--- config.mk ---
export PLATFORM = sky130hd
export DESIGN_NAME = i2c_slave_core
export DESIGN_NICKNAME = d
export VERILOG_FILES = /design/src/rtl/i2c_slave_core.sv
export SDC_FILE = /design/constraint.sdc
export NUM_CORES = 1
export LEC_CHECK = 0
export BUFFER_PORTS_ARGS = -buffer_cell sky130_fd_sc_hd__buf_2
export CAP_MARGIN = 20
export CORE_ASPECT_RATIO = 1.25
export CORE_MARGIN = 1.5
export CORE_UTILIZATION = 55
export CTS_CLUSTER_DIAMETER = 40
export DETAILED_ROUTE_END_ITERATION = 16
export GPL_ROUTABILITY_DRIVEN = 0
export PLACE_DENSITY = 0.77
export SETUP_SLACK_MARGIN = 0.5
export SYNTH_ARGS = -nofsm -noshare
export SYNTH_HDL_FRONTEND = slang
export SYNTH_SLANG_ARGS = --single-unit
--- constraint.sdc ---
create_clock -name clk -period 2.7 [get_ports clk]
set_clock_uncertainty 0.15 [all_clocks]
set_input_delay 0.54 -clock clk [delete_from_list [all_inputs] [get_ports clk]]
set_output_delay 0.54 -clock clk [all_outputs]
set_load 0.02 [all_outputs]
--- src/rtl/i2c_slave_core.sv ---
// I2C responder engine: synchronises the pad inputs, decodes START/STOP, matches
// SLAVE_ADDR and moves bytes to/from local logic over single-cycle strobes.
module i2c_slave_core #(
  parameter logic [6:0] SLAVE_ADDR = 7'h50
) (
  input  logic       clk,
  input  logic       rst_n,
  input  logic       scl_in,
  input  logic       sda_in,
  output logic       scl_out,
  output logic       scl_oen,
  output logic       sda_out,
  output logic       sda_oen,
  output logic       wr_valid,
  output logic [7:0] wr_data,
  output logic       rd_req,
  input  logic [7:0] rd_data,
  output logic       busy,
  output logic [2:0] state_dbg
);

  // Local handshake: wr_valid and rd_req are one-clock strobes with no ready;
  // local logic must accept wr_data on the strobe and settle rd_data before the
  // next SCL fall after rd_req.

  typedef enum logic [2:0] {
    IDLE     = 3'd0,
    ADDR     = 3'd1,
    ADDR_ACK = 3'd2,
    WR_DATA  = 3'd3,
    WR_ACK   = 3'd4,
    RD_DATA  = 3'd5,
    RD_ACK   = 3'd6
  } state_t;

  logic scl_s1, scl_s2, scl_d;
  logic sda_s1, sda_s2, sda_d;

  state_t     state_q, state_n;
  logic [2:0] bit_cnt_q, bit_cnt_n;
  logic       sampled_q, sampled_n;
  logic [7:0] shift_q, shift_n;
  logic [7:0] tx_q, tx_n;
  logic       rw_q, rw_n;
  logic       oen_q, oen_n;
  logic       wr_valid_q, wr_valid_n;
  logic [7:0] wr_data_q, wr_data_n;
  logic       rd_req_q, rd_req_n;
  logic       busy_q, busy_n;

  logic scl_rise, scl_fall, start_det, stop_det;

  // Synchronisers reset to the idle bus level so release never fakes an edge.
  always_ff @(posedge clk) begin
    if (!rst_n) begin
      scl_s1 <= 1'b1;
      scl_s2 <= 1'b1;
      scl_d  <= 1'b1;
      sda_s1 <= 1'b1;
      sda_s2 <= 1'b1;
      sda_d  <= 1'b1;
    end else begin
      scl_s1 <= scl_in;
      scl_s2 <= scl_s1;
      scl_d  <= scl_s2;
      sda_s1 <= sda_in;
      sda_s2 <= sda_s1;
      sda_d  <= sda_s2;
    end
  end

  assign scl_rise  = scl_s2 & ~scl_d;
  assign scl_fall  = ~scl_s2 & scl_d;
  assign start_det = scl_s2 & scl_d & sda_d & ~sda_s2;
  assign stop_det  = scl_s2 & scl_d & ~sda_d & sda_s2;

  always_ff @(posedge clk) begin
    if (!rst_n) begin
      state_q    <= IDLE;
      bit_cnt_q  <= 3'd0;
      sampled_q  <= 1'b0;
      shift_q    <= 8'h00;
      tx_q       <= 8'h00;
      rw_q       <= 1'b0;
      oen_q      <= 1'b1;
      wr_valid_q <= 1'b0;
      wr_data_q  <= 8'h00;
      rd_req_q   <= 1'b0;
      busy_q     <= 1'b0;
    end else begin
      state_q    <= state_n;
      bit_cnt_q  <= bit_cnt_n;
      sampled_q  <= sampled_n;
      shift_q    <= shift_n;
      tx_q       <= tx_n;
      rw_q       <= rw_n;
      oen_q      <= oen_n;
      wr_valid_q <= wr_valid_n;
      wr_data_q  <= wr_data_n;
      rd_req_q   <= rd_req_n;
      busy_q     <= busy_n;
    end
  end

  // sampled_q marks that a rise has been seen since the last fall, so the SCL
  // fall that follows a START is not mistaken for the end of a bit.
  always_comb begin
    state_n    = state_q;
    bit_cnt_n  = bit_cnt_q;
    sampled_n  = sampled_q;
    shift_n    = shift_q;
    tx_n       = tx_q;
    rw_n       = rw_q;
    oen_n      = oen_q;
    wr_valid_n = 1'b0;
    wr_data_n  = wr_data_q;
    rd_req_n   = 1'b0;
    busy_n     = busy_q;

    if (start_det) begin
      state_n   = ADDR;
      bit_cnt_n = 3'd0;
      sampled_n = 1'b0;
      oen_n     = 1'b1;
      busy_n    = 1'b0;
    end else if (stop_det) begin
      state_n   = IDLE;
      bit_cnt_n = 3'd0;
      sampled_n = 1'b0;
      oen_n     = 1'b1;
      busy_n    = 1'b0;
    end else begin
      case (state_q)
        IDLE: ;
        ADDR, WR_DATA: begin
          if (scl_rise) begin
            shift_n   = {shift_q[6:0], sda_s2};
            bit_cnt_n = bit_cnt_q + 3'd1;
            sampled_n = 1'b1;
          end else if (scl_fall && sampled_q) begin
            sampled_n = 1'b0;
            if (bit_cnt_q == 3'd0) begin
              if (state_q == ADDR) begin
                if (shift_q[7:1] == SLAVE_ADDR) begin
                  oen_n   = 1'b0;
                  busy_n  = 1'b1;
                  rw_n    = shift_q[0];
                  state_n = ADDR_ACK;
                end else begin
                  state_n = IDLE;
                end
              end else begin
                wr_data_n  = shift_q;
                wr_valid_n = 1'b1;
                oen_n      = 1'b0;
                state_n    = WR_ACK;
              end
            end
          end
        end
        ADDR_ACK: begin
          if (scl_rise) begin
            sampled_n = 1'b1;
            rd_req_n  = rw_q;
          end else if (scl_fall && sampled_q) begin
            sampled_n = 1'b0;
            bit_cnt_n = 3'd0;
            if (rw_q) begin
              tx_n    = {rd_data[6:0], 1'b0};
              oen_n   = rd_data[7];
              state_n = RD_DATA;
            end else begin
              oen_n   = 1'b1;
              state_n = WR_DATA;
            end
          end
        end
        WR_ACK: begin
          if (scl_rise) begin
            sampled_n = 1'b1;
          end else if (scl_fall && sampled_q) begin
            sampled_n = 1'b0;
            oen_n     = 1'b1;
            state_n   = WR_DATA;
          end
        end
        RD_DATA: begin
          if (scl_rise) begin
            bit_cnt_n = bit_cnt_q + 3'd1;
            sampled_n = 1'b1;
          end else if (scl_fall && sampled_q) begin
            sampled_n = 1'b0;
            if (bit_cnt_q == 3'd0) begin
              oen_n   = 1'b1;
              state_n = RD_ACK;
            end else begin
              oen_n = tx_q[7];
              tx_n  = {tx_q[6:0], 1'b0};
            end
          end
        end
        RD_ACK: begin
          if (scl_rise) begin
            if (!sda_s2) begin
              rd_req_n  = 1'b1;
              sampled_n = 1'b1;
            end else begin
              state_n = IDLE;
              oen_n   = 1'b1;
              busy_n  = 1'b0;
            end
          end else if (scl_fall && sampled_q) begin
            sampled_n = 1'b0;
            bit_cnt_n = 3'd0;
            tx_n      = {rd_data[6:0], 1'b0};
            oen_n     = rd_data[7];
            state_n   = RD_DATA;
          end
        end
        default: state_n = IDLE;
      endcase
    end
  end

  assign scl_out   = 1'b0;
  assign scl_oen   = 1'b1;
  assign sda_out   = 1'b0;
  assign sda_oen   = oen_q;
  assign wr_valid  = wr_valid_q;
  assign wr_data   = wr_data_q;
  assign rd_req    = rd_req_q;
  assign busy      = busy_q;
  assign state_dbg = state_q;

endmodule

; Yosys cells after proc, flatten, opt, wreduce, memory -nomap -nowiden
; Cells that the tools add are included.
[totals]
elab_cells = 175
output_inout_bits = 18
regBits = 42
[classes]
n_reduce_logical = 24
addsub = 1
eq_ne = 45
bitwise_logic = 20
n_mux = 67
[ops]
columns = operator, count
row1 = $mux 8, 8
row2 = $mux 3, 18
row3 = $ne 4x4->1 const B, 10
row4 = $reduce_and 13->1, 3
row5 = $ne 2x2->1 const B, 19
row6 = $mux 1, 33
row7 = $pmux 8 s3, 1
row8 = $pmux 3 s6, 1
row9 = $reduce_and 8->1, 2
row10 = $ne 3x3->1 const B, 5
row11 = $not 1->1, 13
row12 = $reduce_and 11->1, 1
row13 = $ne 5x5->1 const B, 2
row14 = $eq 3x3->1 const B, 3
row15 = $reduce_and 4->1, 2
row16 = $and 1x1->1, 7
row17 = $eq 7x7->1 const B, 1
row18 = $reduce_and 7->1, 1
row19 = $reduce_or 7->1, 1
row20 = $eq 3x2->1 const B, 2
row21 = $logic_not 3->1, 2
row22 = $pmux 1 s2, 3
row23 = $pmux 3 s2, 1
row24 = $reduce_bool 2->1, 3
row25 = other kinds (12), 15

; Logic depth before layout (Yosys ltp)
[logic_depth]
word_depth = 9
depth_mapped = 7
mapped_depth_nobuf = 6

; Least setup slack after synthesis
; No wires, ideal clock.
[synth_path]
path_kind = register to register
from = register bit_cnt_q[0]
to = register tx_q[5]
setup_ps = 134
arrival_ps = 1456
slack_ps = 960
stages_incl_launch_ff = 8
path_buffers = 1
path_cell_list = dfxtp_1 > inv_1 > ha_1 > and2b_1 > o22ai_4 > and2_1 > buf_2 > a211oi_2
[synth_between]
elab_chain_cells = 3
[synth_rtl]
columns = item, line
row1 = start: declaration, 40  ; logic [2:0] bit_cnt_q, bit_cnt_n;
row2 = start signal: assignment, 92  ; bit_cnt_q <= bit_cnt_n;
row3 = $logic_not 3->1, 193  ; if (bit_cnt_q == 3'd0) begin
row4 = $ne 2x2->1 (no source line), -
row5 = $reduce_and 11->1 (no source line), -
row6 = end signal: assignment, 95  ; tx_q <= tx_n;
row7 = end: declaration, 43  ; logic [7:0] tx_q, tx_n;
; Every way passes these cells.
; A chain may end at the register's enable or synchronous reset.

; Worst setup path after layout
[layout_path]
from = register state_q[0] (netlist: state_dbg[0])
to = register wr_data_q[3] (netlist: wr_data[3])
[layout_between]
elab_chain_cells = 3
elab_cells_between_ends = 5
[layout_rtl]
columns = item, line
row1 = start: declaration, 39  ; state_t state_q, state_n;
row2 = start signal: assignment, 91  ; state_q <= state_n;
row3 = $eq 3x1->1 / $eq 3x2->1 (equally long branches), "133, 143"
row4 = $reduce_or 2->1 / $not 1->1 (equally long branches), -
row5 = $reduce_and 7->1 (no source line) (*), -
row6 = end signal: assignment, 99  ; wr_data_q <= wr_data_n;
row7 = end: declaration, 47  ; logic [7:0] wr_data_q, wr_data_n;
; Every way passes the cells marked *; elsewhere a longest branch is shown, timed or not.

==> results.md <==
- GRT Overall Usage: 21.0%
- Fin crit share: 73.8%
- Drt total wl: 3980 µm
- Crit path DAT: 2030 ps
- Setup crit start kind: flip-flop
- Post-Layout Cell Count: 286
- Register area: 822 µm²
- Ys async rst share: 0%
- Leak: roughly 0.00087 µW
- Number of port buffers: 26
- Die width: 57.0 µm
- Core area: between 3000 and 4000 µm²
- First-pass GRT wire length: 6640 µm
- Root Buffer: clkbuf_8
- MaxCap Viol Count: 0
- PostCTS Resize Cnt: 0
- Reg clk slew, reported paths: 70 ps
- Maximum clock rate: 502 MHz
- CTS Buf Count: 5
- Clock sinks: 41
- N_diodes: 0
- Max Buffers Root-to-Sink: 2
- Std cell rows: 24
- Final ANT Viol Nets: 0
- Vias in the first global route: approximately 1500
- Worst-path fanout max: 17
- Max transition margin: 63.4%
- Ys flop type: dfxtp_1
- Post-DR vias/cell: 5.78
- PwrDens: 532 nW/µm²
- Antenna violations before repair: 0
- Max VDD drop: 0.437 mV
- Slew @ Worst Pin: 546 ps
- Final net count: between 200 and 300
- Post-CTS Setup Repair Bufs: 0
- Vias: 1653
- Initial Util: 57.7%
- Worst path required time: 2730 ps
- Gate Count Post-Synth: 224
- CP Capture Type: flip-flop
- Synth area leader: dfxtp_1
- Worst skew pair latency: 290 ps
- Mean post-synth cell area: 8.97 µm²
- Initial DRC Count: 80
- Max-slew violations: 0
- Floorplan die height: 70.6 µm
- Fin util: 64.3%
- H-tree lvl count: 2
- Pin count of the biggest net entering global routing: 19
- Run status: finished, final reports clean
- Commonest non-fill, non-tap cell in the layout: dfxtp_1
- Routed len/inst: 13.9 µm
- Post-Place Cells: 278
- Final instance area: 2240 µm²
- Post-DP HPWL: 2790 µm
- Die area: 4030 µm²
- RSZ-0062 raised after global routing: false
- Overflow after GRT: 0
- Layout overhead on the synthesized area: 11.5%
- Final setup fails: 0
- CTS tree: built
- Boundary pin count: 30
- Layout cells sized above 1: 20.2%
- Fin crit period: 1990 ps
- Placed cell area: 2120 µm²
- Drt pass-1 iters: 4
- Register area share after synthesis: 40.9%
- Cts hold-fix bufs: 0
- Mapped Area: 2010 µm²
- Post-synthesis cell type count: 50
- Total negative slack: 0 ps
- HP Class: reg -> reg
- Final Hold Fails: 0
- Fillcell total: 292
- Warnings from Yosys: 0
- Yosys top cell area share: 40.9%
- Synth area leaders: dfxtp_1, mux2i_1, a21oi_1
- Post-synth EDFFs: 0
- Yosys reg bits: 41
- # DRC: 0
- Worst setup path class: reg -> reg
- Area of the multi-input gates: 1070 µm²
- Most frequent cells in the layout: dfxtp_1, buf_2, a21oi_1
stage by stage:
stage | setup WS, ps | total power, µW | hold WS, ps
after floorplan | 960 | 686 | 236
after global placement | 697 | 703 | 239
after detailed placement | 687 | 703 | 246
after CTS | 677 | 1210 | 264
after global routing | 544 | 1240 | 271
final | 708 | 1190 | 259
worst paths after layout:
check / slack, ps / end / cells past startpoint / startpoint
min: 260 / scl_s2 / 1 / scl_s1
min reg2reg: 260 / scl_s2 / 1 / scl_s1
max: 710 / wr_data[3] / 4 / state_dbg[0]
max reg2reg: 710 / wr_data[3] / 4 / state_dbg[0]
cell usage after synthesis, drive strengths merged (2+ instances only):
cell type and count:
and2 3, a211oi 7, o21ai 7, a21oi 24, o221a 2, conb 2
dfxtp 41, mux2i 16, clkbuf 3, nor2 20, nor2b 3, nor4b 2
a32oi 2, nor4 3, buf 12, inv 7, nand2b 13, and3 2
ha 2, nand3b 2, nand3 2, o21a 2, nor3 3, nand2 24
a2111oi 3
state kept, by name (all words and copies together) (netlist names), 3 cells and up:
register and cells:
bit_cnt_q 3, shift_q 8, state_dbg 3, tx_q 7, wr_data 8
metal layers:
metal / global-route usage [%] / up-vias / wire (µm)
li1: - / 831 / -
met1: 24.4 / 768 / 1700
met2: 36.1 / 47 / 2020
met3: 5.12 / 7 / 186
met4: 9.30 / 0 / 69
met5: 0 / - / 0
worst max-delay path: stages (launching register included):
cell	delay (ps)
dfxtp_1	630
nor2b_1	260
and4_1	550
mux2i_1	240
nor2_1	60
logic make-up after synthesis:
kind of cell	Yosys count	share of synthesized area (%)
AO/OA/AOI/OAI	55	20.5
adder cells (fa/ha/maj)	2	1.25
other	2	0.374
buffers and inverters	22	5.86
XOR/XNOR	2	0.872
multiplexers	16	7.97
AND/OR/NAND/NOR	84	22.3
flip-flops	41	40.9
power by group:
group | switching (µW) | total, µW | leakage (µW) | internal (µW)
Clock | 201 | 502 | 0.0000585 | 301
Combinational | 40.8 | 67.9 | 0.000478 | 27.1
Sequential | 11.1 | 622 | 0.000332 | 611
final cells by class:
| type | instances | share of cell area (%) |
|---|---|---|
| clock buffers | 7 | 3.85 |
| multi-input cells | 162 | 47.9 |
| repair buffers | 29 | 6.82 |
| clock inverters | 1 | 1.34 |
| well taps | 39 | 2.18 |
| inverters | 7 | 1.17 |
| flip-flops and latches | 41 | 36.7 |
Power figures use the tool's default switching activity.
